## src/rtl/traffic_lcd_writer.sv

```systemverilog
// HD44780 16x2 writer: power-on init, then endless two-line refresh of time and signal phase.
// Each frame's 32 characters come from one input snapshot, so the display never shows a torn value.
module traffic_lcd_writer #(
    parameter int PWR_CYCLES  = 40,
    parameter int SLOT_CYCLES = 4,
    parameter int CLEAR_WAIT  = 3
) (
    input  logic       clock,
    input  logic       reset,
    input  logic [4:0] hour,
    input  logic [5:0] minute,
    input  logic [5:0] second,
    input  logic [3:0] state,
    output logic       LCD_E,
    output logic       LCD_RS,
    output logic       LCD_RW,
    output logic [7:0] LCD_DATA
);

    localparam int CNT_W = 16;

    typedef enum logic [3:0] {
        S_PWR_WAIT,
        S_FUNC_SET,
        S_DISP_ON,
        S_ENTRY,
        S_CLEAR,
        S_CLR_WAIT,
        S_L1_ADDR,
        S_L1_CHAR,
        S_L2_ADDR,
        S_L2_CHAR
    } fsm_t;

    fsm_t             fsm_q, fsm_d;
    logic [CNT_W-1:0] cnt_q, cnt_d;
    logic [3:0]       idx_q, idx_d;
    logic             e_q, e_d;
    logic             rs_q, rs_d;
    logic [7:0]       data_q, data_d;
    logic [4:0]       snap_h_q;
    logic [5:0]       snap_m_q, snap_s_q;
    logic [3:0]       snap_st_q;
    logic             slot_end;
    logic             is_slot;

    function automatic logic [15:0] two_digit(input logic [5:0] v, input logic [5:0] limit);
        logic [5:0] tens;
        logic [5:0] ones;
        if (v >= limit) begin
            two_digit = 16'h3F3F;
        end else begin
            tens      = v / 6'd10;
            ones      = v - tens * 6'd10;
            two_digit = {8'h30 + {2'b00, tens}, 8'h30 + {2'b00, ones}};
        end
    endfunction

    function automatic logic [15:0] phase_label(input logic [3:0] st);
        case (st)
            4'd0:    phase_label = "A ";
            4'd1:    phase_label = "B ";
            4'd2:    phase_label = "C ";
            4'd3:    phase_label = "D ";
            4'd4:    phase_label = "E ";
            4'd5:    phase_label = "F ";
            4'd6:    phase_label = "G ";
            4'd7:    phase_label = "H ";
            4'd8:    phase_label = "A1";
            4'd9:    phase_label = "A2";
            4'd10:   phase_label = "B1";
            4'd11:   phase_label = "C1";
            4'd12:   phase_label = "E1";
            4'd13:   phase_label = "E2";
            4'd14:   phase_label = "F1";
            default: phase_label = "G1";
        endcase
    endfunction

    function automatic logic [7:0] line1_char(input logic [3:0] idx, input logic [4:0] h,
                                              input logic [5:0] m, input logic [5:0] s);
        logic [15:0] hh;
        logic [15:0] mm;
        logic [15:0] ss;
        hh = two_digit({1'b0, h}, 6'd24);
        mm = two_digit(m, 6'd60);
        ss = two_digit(s, 6'd60);
        case (idx)
            4'd0:    line1_char = "T";
            4'd1:    line1_char = "I";
            4'd2:    line1_char = "M";
            4'd3:    line1_char = "E";
            4'd5:    line1_char = hh[15:8];
            4'd6:    line1_char = hh[7:0];
            4'd7:    line1_char = ":";
            4'd8:    line1_char = mm[15:8];
            4'd9:    line1_char = mm[7:0];
            4'd10:   line1_char = ":";
            4'd11:   line1_char = ss[15:8];
            4'd12:   line1_char = ss[7:0];
            default: line1_char = " ";
        endcase
    endfunction

    function automatic logic [7:0] line2_char(input logic [3:0] idx, input logic [4:0] h,
                                              input logic [3:0] st);
        logic [15:0] lab;
        logic [23:0] mode;
        lab  = phase_label(st);
        // Day runs 08:00 up to but not including 23:00; any invalid hour reads as night.
        mode = (h >= 5'd8 && h < 5'd23) ? "DAY" : "NGT";
        case (idx)
            4'd0:    line2_char = "S";
            4'd1:    line2_char = "T";
            4'd2:    line2_char = ":";
            4'd3:    line2_char = lab[15:8];
            4'd4:    line2_char = lab[7:0];
            4'd7:    line2_char = mode[23:16];
            4'd8:    line2_char = mode[15:8];
            4'd9:    line2_char = mode[7:0];
            default: line2_char = " ";
        endcase
    endfunction

    always_comb begin
        fsm_d    = fsm_q;
        cnt_d    = cnt_q + 1'b1;
        idx_d    = idx_q;
        slot_end = (cnt_q == CNT_W'(SLOT_CYCLES - 1));
        case (fsm_q)
            S_PWR_WAIT: if (cnt_q == CNT_W'(PWR_CYCLES - 1)) begin
                fsm_d = S_FUNC_SET;
                cnt_d = '0;
            end
            S_FUNC_SET: if (slot_end) begin fsm_d = S_DISP_ON; cnt_d = '0; end
            S_DISP_ON:  if (slot_end) begin fsm_d = S_ENTRY;   cnt_d = '0; end
            S_ENTRY:    if (slot_end) begin fsm_d = S_CLEAR;   cnt_d = '0; end
            S_CLEAR: if (slot_end) begin
                fsm_d = (CLEAR_WAIT == 0) ? S_L1_ADDR : S_CLR_WAIT;
                cnt_d = '0;
                idx_d = '0;
            end
            S_CLR_WAIT: if (cnt_q == CNT_W'(CLEAR_WAIT - 1)) begin
                fsm_d = S_L1_ADDR;
                cnt_d = '0;
                idx_d = '0;
            end
            S_L1_ADDR: if (slot_end) begin fsm_d = S_L1_CHAR; cnt_d = '0; idx_d = '0; end
            S_L1_CHAR: if (slot_end) begin
                cnt_d = '0;
                if (idx_q == 4'd15) begin
                    fsm_d = S_L2_ADDR;
                    idx_d = '0;
                end else begin
                    idx_d = idx_q + 4'd1;
                end
            end
            S_L2_ADDR: if (slot_end) begin fsm_d = S_L2_CHAR; cnt_d = '0; idx_d = '0; end
            S_L2_CHAR: if (slot_end) begin
                cnt_d = '0;
                if (idx_q == 4'd15) begin
                    fsm_d = S_L1_ADDR;
                    idx_d = '0;
                end else begin
                    idx_d = idx_q + 4'd1;
                end
            end
            default: begin
                fsm_d = S_PWR_WAIT;
                cnt_d = '0;
                idx_d = '0;
            end
        endcase

        // Outputs are registered from next-state so RS/DATA change exactly at slot start.
        rs_d    = rs_q;
        data_d  = data_q;
        is_slot = (fsm_d != S_PWR_WAIT) && (fsm_d != S_CLR_WAIT);
        e_d     = is_slot && (cnt_d == CNT_W'(1));
        if (is_slot && cnt_d == '0) begin
            case (fsm_d)
                S_FUNC_SET: begin rs_d = 1'b0; data_d = 8'h38; end
                S_DISP_ON:  begin rs_d = 1'b0; data_d = 8'h0C; end
                S_ENTRY:    begin rs_d = 1'b0; data_d = 8'h06; end
                S_CLEAR:    begin rs_d = 1'b0; data_d = 8'h01; end
                S_L1_ADDR:  begin rs_d = 1'b0; data_d = 8'h80; end
                S_L2_ADDR:  begin rs_d = 1'b0; data_d = 8'hC0; end
                S_L1_CHAR: begin
                    rs_d   = 1'b1;
                    data_d = line1_char(idx_d, snap_h_q, snap_m_q, snap_s_q);
                end
                S_L2_CHAR: begin
                    rs_d   = 1'b1;
                    data_d = line2_char(idx_d, snap_h_q, snap_st_q);
                end
                default: begin rs_d = rs_q; data_d = data_q; end
            endcase
        end
    end

    always_ff @(posedge clock or posedge reset) begin
        if (reset) begin
            fsm_q     <= S_PWR_WAIT;
            cnt_q     <= '0;
            idx_q     <= '0;
            e_q       <= 1'b0;
            rs_q      <= 1'b0;
            data_q    <= 8'h00;
            snap_h_q  <= '0;
            snap_m_q  <= '0;
            snap_s_q  <= '0;
            snap_st_q <= '0;
        end else begin
            fsm_q  <= fsm_d;
            cnt_q  <= cnt_d;
            idx_q  <= idx_d;
            e_q    <= e_d;
            rs_q   <= rs_d;
            data_q <= data_d;
            if (fsm_q == S_L1_ADDR && cnt_q == '0) begin
                snap_h_q  <= hour;
                snap_m_q  <= minute;
                snap_s_q  <= second;
                snap_st_q <= state;
            end
        end
    end

    assign LCD_E    = e_q;
    assign LCD_RS   = rs_q;
    assign LCD_RW   = 1'b0;
    assign LCD_DATA = data_q;

endmodule
```

## config.mk

```make
export PLATFORM = sky130hd
export DESIGN_NAME = traffic_lcd_writer
export DESIGN_NICKNAME = d
export VERILOG_FILES = /design/src/rtl/traffic_lcd_writer.sv
export SDC_FILE = /design/constraint.sdc
export NUM_CORES = 1
export LEC_CHECK = 0
export BUFFER_PORTS_ARGS = -buffer_cell sky130_fd_sc_hd__clkbuf_2
export CAP_MARGIN = 20
export CELL_PAD_IN_SITES_DETAIL_PLACEMENT = 0
export CELL_PAD_IN_SITES_GLOBAL_PLACEMENT = 1
export CORE_MARGIN = 3
export CORE_UTILIZATION = 50
export DETAILED_ROUTE_END_ITERATION = 16
export PLACE_DENSITY = 0.86
export SETUP_SLACK_MARGIN = 0.05
export SLEW_MARGIN = 30
export SYNTH_ARGS = -nofsm -noshare
export SYNTH_HDL_FRONTEND = slang
export SYNTH_SLANG_ARGS = --single-unit
```

## constraint.sdc

```tcl
create_clock -name clock -period 11.4 [get_ports clock]
set_input_delay 3.42 -clock clock [delete_from_list [all_inputs] [get_ports clock]]
set_output_delay 3.42 -clock clock [all_outputs]
set_load 0.03 [all_outputs]
```

Word level (Yosys, flattened, before mapping)

Memory sizes are Yosys's and may differ from the RTL's.
Cells that the tools add are included.

Register bits after elaboration: 55
Latch bits: 0
Memory bits (writable): 0
ROM bits: 112
Input port bits: 23
Output and inout port bits: 11
Memories kept: 1

Memories:

| memory           | depth | bits a word | read ports | clocked after Yosys merged registers in | write ports | line | source |
|---|---|---|---|---|---|---|---|
| (name not given) | 16    | 7           | 1          | 0                                       | 0           | 60   | `case (st)` |

Add/sub/neg operators: 11
$mul: 3
Div/mod/pow operators: 3
Order comparisons: 5
Equality and inequality tests: 35
Shift operators: 0
Multiplexer cells: 30
Bitwise logic cells: 0
Reduce and logical (&&, ||, !) cells: 21

Operator list:

| cell                                                 | number |
|---|---|
| one-hot mux 8 bit (8 select lines)                   | 2 |
| one-hot mux 8 bit (11 select lines)                  | 1 |
| two-way mux 4 bit                                    | 16 |
| two-way mux 16 bit                                   | 3 |
| one-hot mux 16 bit (3 select lines)                  | 1 |
| two-way mux 15 bit                                   | 3 |
| equality test 4 x 3 -> 1 bit, second input constant  | 11 |
| adder 6 x 6 -> 7 bit, first input constant           | 6 |
| equality test 4 bit, second input constant           | 10 |
| one-hot mux 4 bit (10 select lines)                  | 1 |
| equality test 16 x 2 -> 1 bit, second input constant | 2 |
| zero test 16 bit                                     | 2 |
| equality test 4 x 2 -> 1 bit, second input constant  | 6 |
| two-way mux 20 bit                                   | 1 |
| multiplier 6 x 3 -> 5 bit, second input constant     | 3 |
| adder 16 x 1 -> 16 bit, second input constant        | 1 |
| equality test 16 x 1 -> 1 bit, second input constant | 1 |
| equality test 16 x 6 -> 1 bit, second input constant | 1 |
| one-hot mux 4 bit (4 select lines)                   | 1 |
| divider 6 x 4 -> 6 bit, second input constant        | 2 |
| equality test 4 x 1 -> 1 bit, second input constant  | 3 |
| >= comparator 6 bit, second input constant           | 2 |
| subtractor 6 bit                                     | 2 |
| zero test 4 bit                                      | 2 |
| other kinds (18)                                     | 25 |

Logic depth before layout (Yosys ltp)

Depth after elaboration: 8
Depth in mapped cells: 20

Worst setup path after synthesis

OpenSTA, ideal clock, no wires.

Kind: register -> output
Start: register data_q[2], in the netlist LCD_DATA[2]
End: output port LCD_DATA[2]
Arrival time: 0.482 ns
Setup slack: 7.498 ns
Cell stages (with the launch flop): 1
Buffers on the path: 0
Path through: dfrtp_1

RTL lines:

| item                     | line | source |
|---|---|---|
| start: declaration       | 40   | `logic [7:0] data_q, data_d;` |
| start signal: assignment | 219  | `data_q <= data_d;` |
| end: declaration         | 17   | `output logic [7:0] LCD_DATA` |

No word-level cell between the ends.

Worst setup path in the final report

Start: register data_q[6], in the netlist LCD_DATA[6]
End: output port LCD_DATA[6]

No word-level cell between the ends.

==> qor.yml <==
power:
  ir_drop_uv: 61.9
  powerDensity_nw_per_um2: 63.8
  switching_power_mw: 0.0792
  intPower_mw: 0.242
  seq_power_share: 0.606
  sw_frac_of_total: 0.246
  p_clk_frac: 0.369
  power_frac_comb: 0.025
  p_leak_nw: 2.23
yosys:
  synth_nets: 632
  syn_avg_cell_area_um2: 8.28
  async_reset_ff_frac: 1.00
  syn_inst: 579
  ys_types: 83
  synth-seq-cells: 55
  ys.flop_type: "dfrtp_1"
  synth_warnings: 0
  synth-edff-count: 0
  ys_seq_area_frac: 0.287
  syn-cell-area_um2: 4790
clock_tree:
  cts_tree: "done"
  ctsRootBufferMaster: "clkbuf_8"
  cts_buffer_depth: 2
  hold_buffers: 0
  cts_setup_buffers: 0
  cts_resized: 0
  worstSkewPairLatency_ps: 320
  path_clk_slew_ps: 120
  clock_sinks: 55
  cts_max_level: 2
  cts_made_buffers: 5
worst_hold_path:
  hp-class: "reg2reg"
sta:
  setup_viol: 0
  period_minus_slack_ps: 4340
  setup_tns_ps: 0
  rsz0062_at_grt: "false"
  hold_slack_ps: 501
  worstMarginPinSlew_ps: 793
  finalClockSkew_ps: 14.7
  hold_viol: 0
  slew_violations: 0
  maxSlewHeadroom: 0.466
  period_share: 0.381
  fmax_mhz: 230
floorplanning:
  rows: 35
  die-area_um2: 10800
  pin_count: 34
  initial_utilization: 0.516
  coreArea_um2: 9280
  die_h_um: 104
  die_width_um: 104
detailed_routing:
  detail-route-antenna-nets: 0
  vias_per_cell: 6.04
  drt_pass1_iterations: 6
  drtIter0Drc: 414
  drc_errors: 0
  wire_per_inst_um: 16.6
  wl_um: 11900
  vias: 4335
critical_path:
  end_kind: "primary output"
  r2r_slack_ps: 7250
  cp.arrival_ps: 920
  cpMaxStageDelayCell: "dfrtp_1"
  crit_family: "flip-flops"
  worstPathMaxFanout: 2
  slowest_delay_ps: 410
  path_buf_inv: 1
  path_cells: "clkbuf_2"
  cp.required_ps: 7980
  worst_setup_path_start_kind: "flip-flop"
  worstSetupPathType: "reg2out"
grt:
  antenna_found_initial: 0
  grt-ovfl-total: 0
  grt_pass1_wl_um: 20300
  first_global_vias: 4029
  grt_max_degree: 56
  grt_usage: 0.223
outcome:
  status: "finished clean"
cells_and_area:
  antennaDiodeCount: 0
  final_area_um2: 5040
  syn_to_final_growth_pct: 5.22
  nNetsFinal: 641
  n_fill_cell: 907
  drive_gt1_frac: 0.143
placement:
  io_buffers: 32
  place_congestion: 0.935
  dpl.hpwl_um: 8740
  place_area_um2: 4950
run:
  cap_violations: 0
-- cell families after synthesis --
group	synth area share
buffers and inverters	0.0702
other	0.000783
AND/OR/NAND/NOR	0.237
flip-flops	0.287
multiplexers	0.0407
adder cells (fa/ha/maj)	0.0856
AO/OA/AOI/OAI	0.227
XOR/XNOR	0.0512
-- final cells by class --
type                            count  area, um^2  area share
Clock inverter                      2        16.3     0.00323
Inverter                           39         153      0.0303
Clock buffer                        6        72.6      0.0144
Multi-Input combinational cell    453        3090       0.612
Tap cell                          129         161      0.0320
Sequential cell                    55        1380       0.273
Timing Repair Buffer               34         175      0.0347
-- state kept, by name (all words and copies together) (netlist names) --
register,cells
cnt_q,16
idx_q,4
fsm_q,4
LCD_E,1
LCD_DATA,8
snap_m_q,6
snap_st_q,4
snap_h_q,5
LCD_RS,1
snap_s_q,6
-- power by group through the flow --
stage	Sequential, mW	Combinational, mW	Clock, mW
after floorplan	0.199	0.00362	0
after global placement	0.199	0.00833	0
after detailed placement	0.199	0.00846	0
after CTS	0.195	0.00850	0.121
after global routing	0.195	0.00953	0.129
final	0.195	0.00810	0.119
-- per-layer routing --
layer	wire, um	GRT usage	vias up
met3	839	0.0410	20
li1	-	-	2118
met1	5880	0.340	2042
met4	173	0.0446	0
met5	0	0	-
met2	5050	0.331	155
-- stage by stage --
stage	instances	util	worst slack, ps	power, mW
finish	718	0.543	7060	0.322
global route	718	0.543	6870	0.333
CTS	718	0.543	7050	0.324
detailed placement	710	0.534	7260	0.207
global placement	710	0.533	7270	0.207
floorplan	579	-	6640	0.202
-- cell usage in the layout, fill, tap and decap left out, types with 4 or more instances in the layout --
master / Yosys / routed
o21ai_0: 44 / 44
nand4_1: 13 / 13
a31oi_1: 17 / 17
clkbuf_2: 0 / 32
dfrtp_1: 55 / 55
inv_1: 35 / 34
mux2_2: 10 / 10
and4_1: 4 / 4
xor2_1: 11 / 11
nor2_1: 56 / 55
ha_1: 28 / 28
xnor2_1: 17 / 17
a21o_1: 7 / 7
o21a_1: 4 / 4
a211oi_1: 4 / 4
clkbuf_8: 0 / 5
or4_1: 4 / 4
nand2_1: 44 / 44
nor3_1: 21 / 21
mux2i_1: 6 / 6
a21oi_1: 30 / 30
nand2b_1: 7 / 7
o211ai_1: 7 / 7
nor2b_1: 7 / 7
nand3_1: 21 / 21
-- cell usage after synthesis (all sizes together) (3+ instances only) --
master / count / area (um^2)
a31o: 4 / 35.0
o21ai: 51 / 278
mux2i: 6 / 60.1
nor4b: 4 / 41.3
xnor2: 17 / 149
nor2: 57 / 221
and3: 4 / 30.0
and4: 4 / 35.0
nand3: 21 / 105
ha: 28 / 350
nand2b: 7 / 43.8
a211oi: 5 / 42.5
o211ai: 7 / 52.6
clkbuf: 12 / 45.0
o211a: 3 / 30.0
buf: 20 / 139
dfrtp: 55 / 1380
xor2: 11 / 96.3
nor3: 23 / 131
a31oi: 17 / 106
and2: 3 / 18.8
or4: 4 / 30.0
nand4: 14 / 93.8
a21oi: 34 / 200
nor2b: 7 / 43.8
o31ai: 3 / 22.5
inv: 38 / 148
o311ai: 3 / 26.3
a21o: 7 / 52.6
nand2: 45 / 176
or3: 3 / 18.8
mux2: 12 / 135
o21a: 4 / 30.0
o21bai: 3 / 22.5
nor4: 7 / 80.1
-- final timing paths --
kind | from | endpoint | depth (start not counted)
max | LCD_DATA[6] | LCD_DATA[6] | 1
min | LCD_DATA[7] | LCD_DATA[7] | 1
max reg2reg | snap_s_q[3] | LCD_DATA[6] | 18
min reg2reg | LCD_DATA[7] | LCD_DATA[7] | 1
max in group asynchronous | reset | fsm_q[2] | 3
min in group asynchronous | reset | cnt_q[11] | 3
Power figures use the tool's default switching activity.
